`config.mk`:
```
export PLATFORM = sky130hd
export DESIGN_NAME = conv_stream_sequencer
export DESIGN_NICKNAME = d
export VERILOG_FILES = /design/src/rtl/conv_stream_sequencer.sv
export SDC_FILE = /design/constraint.sdc
export NUM_CORES = 1
export LEC_CHECK = 0
export ABC_CLOCK_PERIOD_IN_PS = 3900
export CORE_MARGIN = 2
export CORE_UTILIZATION = 56
export CTS_CLUSTER_SIZE = 12
export DETAILED_ROUTE_END_ITERATION = 6
export GPL_ROUTABILITY_DRIVEN = 0
export GPL_TIMING_DRIVEN = 0
export PLACE_DENSITY = 0.83
export SLEW_MARGIN = 10
export SYNTH_ARGS = -nofsm -noshare
export SYNTH_HDL_FRONTEND = slang
export SYNTH_SLANG_ARGS = --single-unit
```
`constraint.sdc`:
```
create_clock -name clk -period 3.9 [get_ports clk]
set_input_delay 0.78 -clock clk [delete_from_list [all_inputs] [get_ports clk]]
set_output_delay 0.78 -clock clk [all_outputs]
set_load 0.005 [all_outputs]
```
`src/rtl/conv_stream_sequencer.sv`:
```
// Sequencing controller for the KxK line/window-buffer convolution engine.
// Counts the raster IFM stream, steers buffer writes, flags windows and aligns MAC output strobes.
module conv_stream_sequencer #(
    parameter int unsigned IMG_W   = 14,
    parameter int unsigned IMG_H   = 14,
    parameter int unsigned K       = 3,
    parameter int unsigned MAC_LAT = 1,
    localparam int unsigned NPIX    = IMG_W * IMG_H,
    localparam int unsigned NWGT    = K * K,
    localparam int unsigned COL_W   = (IMG_W > 1) ? $clog2(IMG_W) : 1,
    localparam int unsigned ROW_W   = (IMG_H > 1) ? $clog2(IMG_H) : 1,
    localparam int unsigned BEAT_W  = (NPIX > 1) ? $clog2(NPIX) : 1,
    localparam int unsigned WADDR_W = (NWGT > 1) ? $clog2(NWGT) : 1,
    localparam int unsigned LBROW_W = (K > 1) ? $clog2(K) : 1,
    localparam int unsigned WROW_W  = (IMG_H - K + 1 > 1) ? $clog2(IMG_H - K + 1) : 1,
    localparam int unsigned WCOL_W  = (IMG_W - K + 1 > 1) ? $clog2(IMG_W - K + 1) : 1,
    localparam int unsigned DRAIN_W = (MAC_LAT > 1) ? $clog2(MAC_LAT) : 1
) (
    input  logic               clk,
    input  logic               rst_n,
    input  logic               in_valid,
    output logic               wgt_we,
    output logic [WADDR_W-1:0] wgt_addr,
    output logic               lb_we,
    output logic [LBROW_W-1:0] lb_row,
    output logic [COL_W-1:0]   lb_col,
    output logic               win_valid,
    output logic [WROW_W-1:0]  win_row,
    output logic [WCOL_W-1:0]  win_col,
    output logic               out_valid,
    output logic               frame_done,
    output logic               busy
);

    typedef enum logic [1:0] {S_IDLE, S_LOAD, S_STREAM, S_DRAIN} state_t;

    state_t               state;
    logic [COL_W-1:0]     col;
    logic [ROW_W-1:0]     row;
    logic [BEAT_W-1:0]    beat;
    logic [LBROW_W-1:0]   lb_row_q;
    logic [DRAIN_W-1:0]   drain_cnt;
    logic                 win_last;
    logic [MAC_LAT-1:0]   vpipe;
    logic [MAC_LAT-1:0]   lpipe;

    logic col_last, row_last, frame_last, win_hit;

    assign col_last   = (col == COL_W'(IMG_W - 1));
    assign row_last   = (row == ROW_W'(IMG_H - 1));
    assign frame_last = col_last && row_last;
    assign win_hit    = in_valid && (row >= ROW_W'(K - 1)) && (col >= COL_W'(K - 1));

    // Buffer write steering follows the current (not yet accepted) beat position.
    assign wgt_we   = in_valid && (beat < BEAT_W'(NWGT));
    assign wgt_addr = wgt_we ? WADDR_W'(beat) : '0;
    assign lb_we    = in_valid;
    assign lb_row   = lb_row_q;
    assign lb_col   = col;
    assign busy     = (state != S_IDLE);

    // Raster position counters; lb_row_q tracks row mod K without a divider.
    always_ff @(posedge clk or negedge rst_n) begin
        if (!rst_n) begin
            col      <= '0;
            row      <= '0;
            beat     <= '0;
            lb_row_q <= '0;
        end else if (in_valid) begin
            beat <= frame_last ? '0 : beat + BEAT_W'(1);
            if (col_last) begin
                col <= '0;
                if (row_last) begin
                    row      <= '0;
                    lb_row_q <= '0;
                end else begin
                    row      <= row + ROW_W'(1);
                    lb_row_q <= (lb_row_q == LBROW_W'(K - 1)) ? '0 : lb_row_q + LBROW_W'(1);
                end
            end else begin
                col <= col + COL_W'(1);
            end
        end
    end

    // Window flag and coordinates for the beat accepted at this edge.
    always_ff @(posedge clk or negedge rst_n) begin
        if (!rst_n) begin
            win_valid <= 1'b0;
            win_last  <= 1'b0;
            win_row   <= '0;
            win_col   <= '0;
        end else begin
            win_valid <= win_hit;
            win_last  <= win_hit && frame_last;
            if (win_hit) begin
                win_row <= WROW_W'(row - ROW_W'(K - 1));
                win_col <= WCOL_W'(col - COL_W'(K - 1));
            end
        end
    end

    // MAC latency pipe; free-running so a previous frame drains regardless of input.
    always_ff @(posedge clk or negedge rst_n) begin
        if (!rst_n) begin
            vpipe <= '0;
            lpipe <= '0;
        end else begin
            vpipe[0] <= win_valid;
            lpipe[0] <= win_last;
            for (int i = 1; i < MAC_LAT; i++) begin
                vpipe[i] <= vpipe[i-1];
                lpipe[i] <= lpipe[i-1];
            end
        end
    end

    assign out_valid  = vpipe[MAC_LAT-1];
    assign frame_done = lpipe[MAC_LAT-1];

    always_ff @(posedge clk or negedge rst_n) begin
        if (!rst_n) begin
            state     <= S_IDLE;
            drain_cnt <= '0;
        end else begin
            case (state)
                S_IDLE: begin
                    if (in_valid) state <= S_LOAD;
                end
                S_LOAD: begin
                    if (in_valid && col_last && (row == ROW_W'(K - 2))) state <= S_STREAM;
                end
                S_STREAM: begin
                    if (in_valid && frame_last) begin
                        state     <= S_DRAIN;
                        drain_cnt <= '0;
                    end
                end
                S_DRAIN: begin
                    if (in_valid) begin
                        state <= S_LOAD;
                    end else if (drain_cnt == DRAIN_W'(MAC_LAT - 1)) begin
                        state <= S_IDLE;
                    end else begin
                        drain_cnt <= drain_cnt + DRAIN_W'(1);
                    end
                end
                default: state <= S_IDLE;
            endcase
        end
    end

endmodule

```
==> out/metrics.cfg, run 1 <==
[synth]
yosys.area.top_type_share=0.4878
synth_compound_area_frac=0.09604
avgSynthCellArea_sq_um=10.46
synth-simple-area-share=0.1715
synthFlopType=dfrtp_1
yosys-top-cells-area=dfrtp_1 (49%), ha_1 (8.4%), xor2_1 (4.3%)
yosysWarnings=0
synth_edf_count=0
synth-seq-cells=32
synth_mux_area_frac=0.03506
yosys.area_share.adder=0.08384
synth.most_common_cell=dfrtp_1
syn_inst=157
synthTopCellsByCount=dfrtp_1 (32), inv_1 (13), nor2_1 (12), o21ai_0 (12)
synthXorXnorAreaFrac=0.06402
seq_area_frac_synth=0.4878
ys_types=38
syn_nets=171
async_flop_share=1.000
synth_top_area_cell=dfrtp_1
synth_top_family_by_area=simple AND/OR/NAND/NOR gates
syn_area_sq_um=1642

[timing]
slew_violations=0
fin_crit_ps=3058
relSlewSlack=0.5300
setup_violations=0
tightest_slew_ps=705.0
setup_ws_ps=841.8
setup_tns_ps=0
finalCritPeriodShare=0.7842
finalHoldViolCount=0
timing.fmax_mhz=327.0
rsz0062_at_grt=false
fin_skew_ps=11.04

[power_and_ir_drop]
p_per_area_nw_per_um2=702.3
p_leak_nw=0.9509
clkPwrFrac=0.172
switching_share=0.3421
p_comb_frac=0.429
p_int_mw=0.9250
seq_power_share=0.399
irDropWorstVdd_uv=514.5
switching_power_mw=0.4810

[layout]
finalNetCount=203
antenna_cells=0
area_growth_pct=21.95
fillers=203
drive_gt1_frac=0.1211

[setup_path]
cp_cell_sequence=buf_2 -> buf_1 -> and3_1 -> and2_1 -> clkdlybuf4s50_1
end_kind=output port
arrival_ps=2280
critical-path-top-delay-family=buffers and inverters
cp_num_cells=5
worstSetupPathType=in -> out
worst-path-buf-inv=3
critPathLaunchType=input pin
crit_path_max_incr_delay_ps=490
crit_path_max_fanout=10
rr_worst_depth=6
required_ps=3120
crit_slowest_cell=clkdlybuf4s50_1

[cts]
ctsResizeCount=0
clock_sinks=32
clock_path_buffers=2
h-tree-depth=2
post-cts-setup-buffer-count=0
cts_buffers=5
clk_latency_ps=320
ctsHoldBuffers=0
cts_tree=built
cts-root-buf=clkbuf_4
path_clk_slew_ps=100

[global_route]
grt_max_degree=33
antenna_found_initial=0
grt-ovfl-total=0
busiest_layer=met2
grtUsageTotal=0.2150
gr-usage-met3=0.07589
grt_pass1_wl_um=5361
grt_use_met1=0.2485
met2_usage=0.3620
grt_pass1_vias=1192

[min_path]
min_path_cells=0
hp-class=reg -> reg

[routing]
drc=0
wirelength_um=3152
routed_via_density=5.416
first_pass_iters=4
drt_iter0_drc=57
final_antenna_net_count=0
vias=1197
drt-wirelength-per-cell_um=14.26

[placed_design]
pre_cts_ws_ps=847.2
dpl.hpwl_um=2337
portBuffers=25

[floorplanning]
design.core.area_sq_um=2781
die_w_um=58.14
ios=27
die_h_um=58.14
rows=19
start_util=0.5902
die-area_sq_um=3380

[flow_run]
max_cap_viol_count=0

[run_status]
status=finished clean

[cells by family (layout without fill, tap and decap cells)]
logic type / after synthesis / after routing
adders and majority gates: 11 / 11
AOI/OAI and AO/OA: 23 / 23
DFF: 32 / 32
buffers and inverters: 21 / 54
and+or+nand+nor: 53 / 53
muxes: 5 / 5
xor gates and xnor gates: 12 / 12
[power groups by stage]
| stage | clock network [mW] | logic [mW] | registers [mW] |
|---|---|---|---|
| finish | 0.242 | 0.603 | 0.561 |
| global route | 0.259 | 0.674 | 0.581 |
| CTS | 0.246 | 0.610 | 0.560 |
| detailed placement | 0 | 0.607 | 0.565 |
| global placement | 0 | 0.577 | 0.552 |
| floorplan | 0 | 0.345 | 0.547 |
[routing by layer]
metal	routed length [um]	vias to the layer above
met5	0	-
met4	81	0
met3	147	10
met2	1590	36
met1	1333	559
li1	-	592
[placed cells by master, fill, tap and decap left out, drive strengths merged, types with 3 or more instances in the layout]
cell type      count
ha                11
and3               4
nand2             10
and2               5
clkbuf             7
mux2               3
xor2               8
xnor2              4
nor2              12
inv               13
nand3             11
clkdlybuf4s50     24
buf                8
dfrtp             32
o21ai             12
[metrics by stage]
stage	util	cell area [sq um]	hold WS, ps	cells	power, mW
3_5_place_dp	0.6923	1926	334.7	213	1.172
4_1_cts	0.7197	2002	357.6	221	1.415
5_1_grt	0.7197	2002	365.3	221	1.515
3_3_place_gp	0.6941	1931	334.5	213	1.130
2_1_floorplan	-	1642	331.2	157	0.8917
6_report	0.7197	2002	356.0	221	1.406
[registers in the layout, summed over array words and instances, names as in the netlist]
name        cells
win_last        1
beat            8
row             4
out_valid       1
state           2
win_row         4
lb_col          4
win_valid       1
lb_row          2
frame_done      1
win_col         4
[cell type report]
type | count | area, sq um | share of cell area
flip-flops and latches | 32 | 800.8 | 0.4000
multi-input cells | 104 | 739.5 | 0.3694
repair buffers | 25 | 245.2 | 0.1225
plain buffers | 8 | 52.55 | 0.02625
inverters | 13 | 48.80 | 0.02437
clock buffers | 6 | 41.29 | 0.02063
well taps | 31 | 38.79 | 0.01938
clock inverters | 2 | 35.03 | 0.01750
[path summary, 6_finish.rpt]
kind	to	slack (ps)	startpoint
max in group asynchronous	beat[3]$_DFFE_PN0P_	2940	rst_n
worst max-delay path	wgt_addr[1]	840	in_valid
worst min-delay path	frame_done$_DFF_PN0_	360	win_last$_DFF_PN0_
min in group asynchronous	beat[5]$_DFFE_PN0P_	490	rst_n
worst max register to register	state[1]$_DFFE_PN0P_	2080	lb_col[1]$_DFFE_PN0P_
worst min register to register	frame_done$_DFF_PN0_	360	win_last$_DFF_PN0_
[worst reg2reg max path, delay by kind of cell, from the launching register on]
kind / cells / cell delay, ps
AO/OA/AOI/OAI: 2 / 520
flip-flops: 1 / 420
multiplexers: 1 / 320
buffers and inverters: 2 / 280
AND/OR/NAND/NOR: 1 / 160
Power figures use the tool's default switching activity.
==> run 2: changes to the inputs <==
--- a/config.mk
+++ b/config.mk
@@ -5,14 +5,14 @@
 export SDC_FILE = /design/constraint.sdc
 export NUM_CORES = 1
 export LEC_CHECK = 0
-export ABC_CLOCK_PERIOD_IN_PS = 3900
+export ABC_CLOCK_PERIOD_IN_PS = 2600
 export CORE_MARGIN = 2
-export CORE_UTILIZATION = 56
+export CORE_UTILIZATION = 47
 export CTS_CLUSTER_SIZE = 12
 export DETAILED_ROUTE_END_ITERATION = 6
 export GPL_ROUTABILITY_DRIVEN = 0
 export GPL_TIMING_DRIVEN = 0
-export PLACE_DENSITY = 0.83
+export PLACE_DENSITY = 0.75
 export SLEW_MARGIN = 10
 export SYNTH_ARGS = -nofsm -noshare
 export SYNTH_HDL_FRONTEND = slang
==> constraint.sdc (replaced) <==
create_clock -name clk -period 2.6 [get_ports clk]
set_input_delay 0.52 -clock clk [delete_from_list [all_inputs] [get_ports clk]]
set_output_delay 0.52 -clock clk [all_outputs]
set_load 0.005 [all_outputs]
==> run 2 against run 1 <==
  * Register-to-register slack got worse by 1300 ps
  * Flip-flop and latch count did not move
  * Via count rose by 2.3%
  * Global-route usage fell by 3.9 points
  * Wire length fell by 3.7%
  * Core utilization fell by 11 points
  * Cell count rose by 7.7%
  * Clock-buffer cell count did not move
  * Worst hold slack got worse by 140 ps
  * Clock skew fell by 4.7 ps
  * Combinational power rose by 52%
==> out/metrics.cfg, run 2 (synthesis gave the netlist of run 1 again) <==
[setup_path]
rr_worst_depth=6  ; unchanged
cp_cell_sequence=buf_2 -> buf_1 -> and3_4 -> and2_1 -> clkdlybuf4s50_1  ; was buf_2 -> buf_1 -> and3_1 -> and2_1 -> clkdlybuf4s50_1
regToRegSetupSlack_ps=770  ; was 2080 ps
crit_slowest_cell=clkdlybuf4s50_1  ; unchanged
r2r-start=lb_col[1]$_DFFE_PN0P_  ; unchanged
worst-path-buf-inv=3  ; unchanged
worstSetupPathType=in -> out  ; unchanged
required_ps=2080  ; was 3120 ps
r2r_end=state[1]$_DFFE_PN0P_  ; unchanged
end_kind=output port  ; unchanged
crit_path_start=in_valid  ; unchanged
critical-path-top-delay-family=buffers and inverters  ; unchanged
critPathLaunchType=input pin  ; unchanged
crit_path_max_fanout=10  ; unchanged
arrival_ps=1970  ; was 2280 ps
crit_path_max_incr_delay_ps=500  ; was 490 ps

[floorplanning]
rows=21  ; was 19
start_util=0.4919  ; was 0.5902
ios=27  ; unchanged
design.core.area_sq_um=3337  ; was 2781 sq um
die_w_um=63.10  ; was 58.14 um
die-area_sq_um=3982  ; was 3380 sq um
die_h_um=63.10  ; was 58.14 um

[cts]
cts_buffers=5  ; unchanged
h-tree-depth=2  ; unchanged
clock_sinks=32  ; unchanged
cts-root-buf=clkbuf_4  ; unchanged
clk_latency_ps=340  ; was 320 ps
path_clk_slew_ps=100  ; about the same
clock_path_buffers=2  ; unchanged
ctsHoldBuffers=0  ; unchanged
cts_tree=built  ; unchanged

[timing]
setup_violations=0  ; unchanged
fin_crit_ps=2485
timing.fmax_mhz=402.4
finalCritPeriodShare=0.9559
rsz0062_at_grt=false  ; unchanged
setup_tns_ps=0  ; unchanged
tightest_slew_ps=697.2  ; was 705.0 ps
finalHoldViolCount=0  ; unchanged
slew_violations=0  ; unchanged
finalHoldWorstSlack_ps=215.1  ; was 356.0 ps
fin_skew_ps=6.345  ; was 11.04 ps
relSlewSlack=0.5352  ; was 0.5300

[layout]
fin_util=0.6123  ; was 0.7197
largest_reg_flops=8  ; unchanged
regMostFlops=beat  ; unchanged
area_growth_pct=24.47  ; was 21.95%
finalNetCount=205  ; was 203
fillers=302  ; was 203
layout_commonest_cell=dfrtp_1  ; unchanged
final_cell_mix=dfrtp_1 (30), clkdlybuf4s50_1 (24), inv_1 (13)  ; was dfrtp_1 (32), clkdlybuf4s50_1 (24), inv_1 (13)
drive_gt1_frac=0.1458  ; was 0.1211
antenna_cells=0  ; unchanged

[routing]
drt-wirelength-per-cell_um=12.75  ; was 14.26 um
vias=1225  ; was 1197
first_pass_iters=4  ; unchanged
wirelength_um=3035  ; was 3152 um
routed_via_density=5.147  ; was 5.416
drt_iter0_drc=50  ; was 57
drc=0  ; unchanged
final_antenna_net_count=0  ; unchanged

[global_route]
grt_max_degree=33  ; unchanged
grt_pass1_wl_um=5326  ; was 5361 um
grtUsageTotal=0.1760  ; was 0.2150
grt-ovfl-total=0  ; unchanged
antenna_found_initial=0  ; unchanged
grt_pass1_vias=1214  ; was 1192

[power_and_ir_drop]
seq_power_share=0.393  ; was 0.399
switching_share=0.3372  ; was 0.3421
p_comb_frac=0.433  ; was 0.429
p_per_area_nw_per_um2=1035  ; was 702.3 nW/um^2
p_int_mw=1.402  ; was 0.9250 mW
clkPwrFrac=0.174  ; was 0.172
irDropWorstVdd_uv=657.3  ; was 514.5 uV
switching_power_mw=0.7132  ; was 0.4810 mW
p_leak_nw=0.9573  ; was 0.9509 nW

[run_status]
status=finished clean  ; unchanged

[placed_design]
dpl.hpwl_um=2177  ; was 2337 um
portBuffers=25  ; unchanged

[flow_run]
max_cap_viol_count=0  ; unchanged

[min_path]
hp-class=in -> async  ; was reg -> reg

[run 2: layout make-up]
type	count	area, sq um	area share
buffer	8	52.55	0.02572
clock buffer	6	41.29	0.02021
multi-input combinational	104	744.5	0.3644
clock inverter	2	35.03	0.01715
timing repair buffer	27	260.3	0.1274
inverter	13	48.80	0.02388
sequential	32	803.3	0.3931
tap	46	57.56	0.02817
[run 2: worst register-to-register path: stages (launching register included)]
cell and delay, ps:
dfrtp_1 420, buf_6 140, o31a_1 340, and4_4 160, buf_6 130, o221ai_2 200
mux2_4 320
[run 2: power groups by stage]
| stage | sequential (mW) | combinational, mW | clock [mW] |
|---|---|---|---|
| final | 0.831 | 0.917 | 0.368 |
| after CTS | 0.836 | 0.906 | 0.380 |
| after global routing | 0.861 | 1.03 | 0.405 |
| after global placement | 0.828 | 0.873 | 0 |
| after floorplan | 0.820 | 0.518 | 0 |
| after detailed placement | 0.842 | 0.901 | 0 |
[run 2: how the worst max path moves through the flow]
stage	end	slack, ps	cells after the start
2_1_floorplan	wgt_addr[0]	730	4
3_3_place_gp	wgt_addr[3]	140	5
3_5_place_dp	wgt_addr[1]	110	5
4_1_cts	wgt_addr[1]	20	7
5_1_grt	wgt_addr[2]	8	5
6_report	wgt_addr[1]	110	5
[run 2: per-stage QoR]
step / area, sq um / power, mW / std cells / setup WS [ps]
finish: 2043 / 2.115 / 238 / 114.7
floorplan: 1642 / 1.338 / 157 / 726.5
detailed placement: 1944 / 1.743 / 228 / 107.1
CTS: 2021 / 2.122 / 236 / 20.66
global route: 2043 / 2.293 / 238 / 7.530
global placement: 1949 / 1.701 / 228 / 136.0
[run 2: metal layers]
metal | routed length (um) | part of all wire | track usage
met4 | 57 | 0.019 | 0.07500
met5 | 0 | 0 | 0
met1 | 1238 | 0.41 | 0.1887
met2 | 1568 | 0.52 | 0.3098
met3 | 171 | 0.056 | 0.06429
[run 2: repair_timing]
action / CTS / global route
buffers inserted: 0 / 2
resized for setup: 0 / 4
setup endpoints to repair: 0 / 5
==> run 3: changes to the inputs <==
--- a/config.mk
+++ b/config.mk
@@ -12,6 +12,7 @@
 export DETAILED_ROUTE_END_ITERATION = 6
 export GPL_ROUTABILITY_DRIVEN = 0
 export GPL_TIMING_DRIVEN = 0
+export HOLD_SLACK_MARGIN = 0.12
 export PLACE_DENSITY = 0.75
 export SLEW_MARGIN = 10
 export SYNTH_ARGS = -nofsm -noshare
==> results of run 3 <==
Final layout, timing and power as in run 2 (identical DEF).
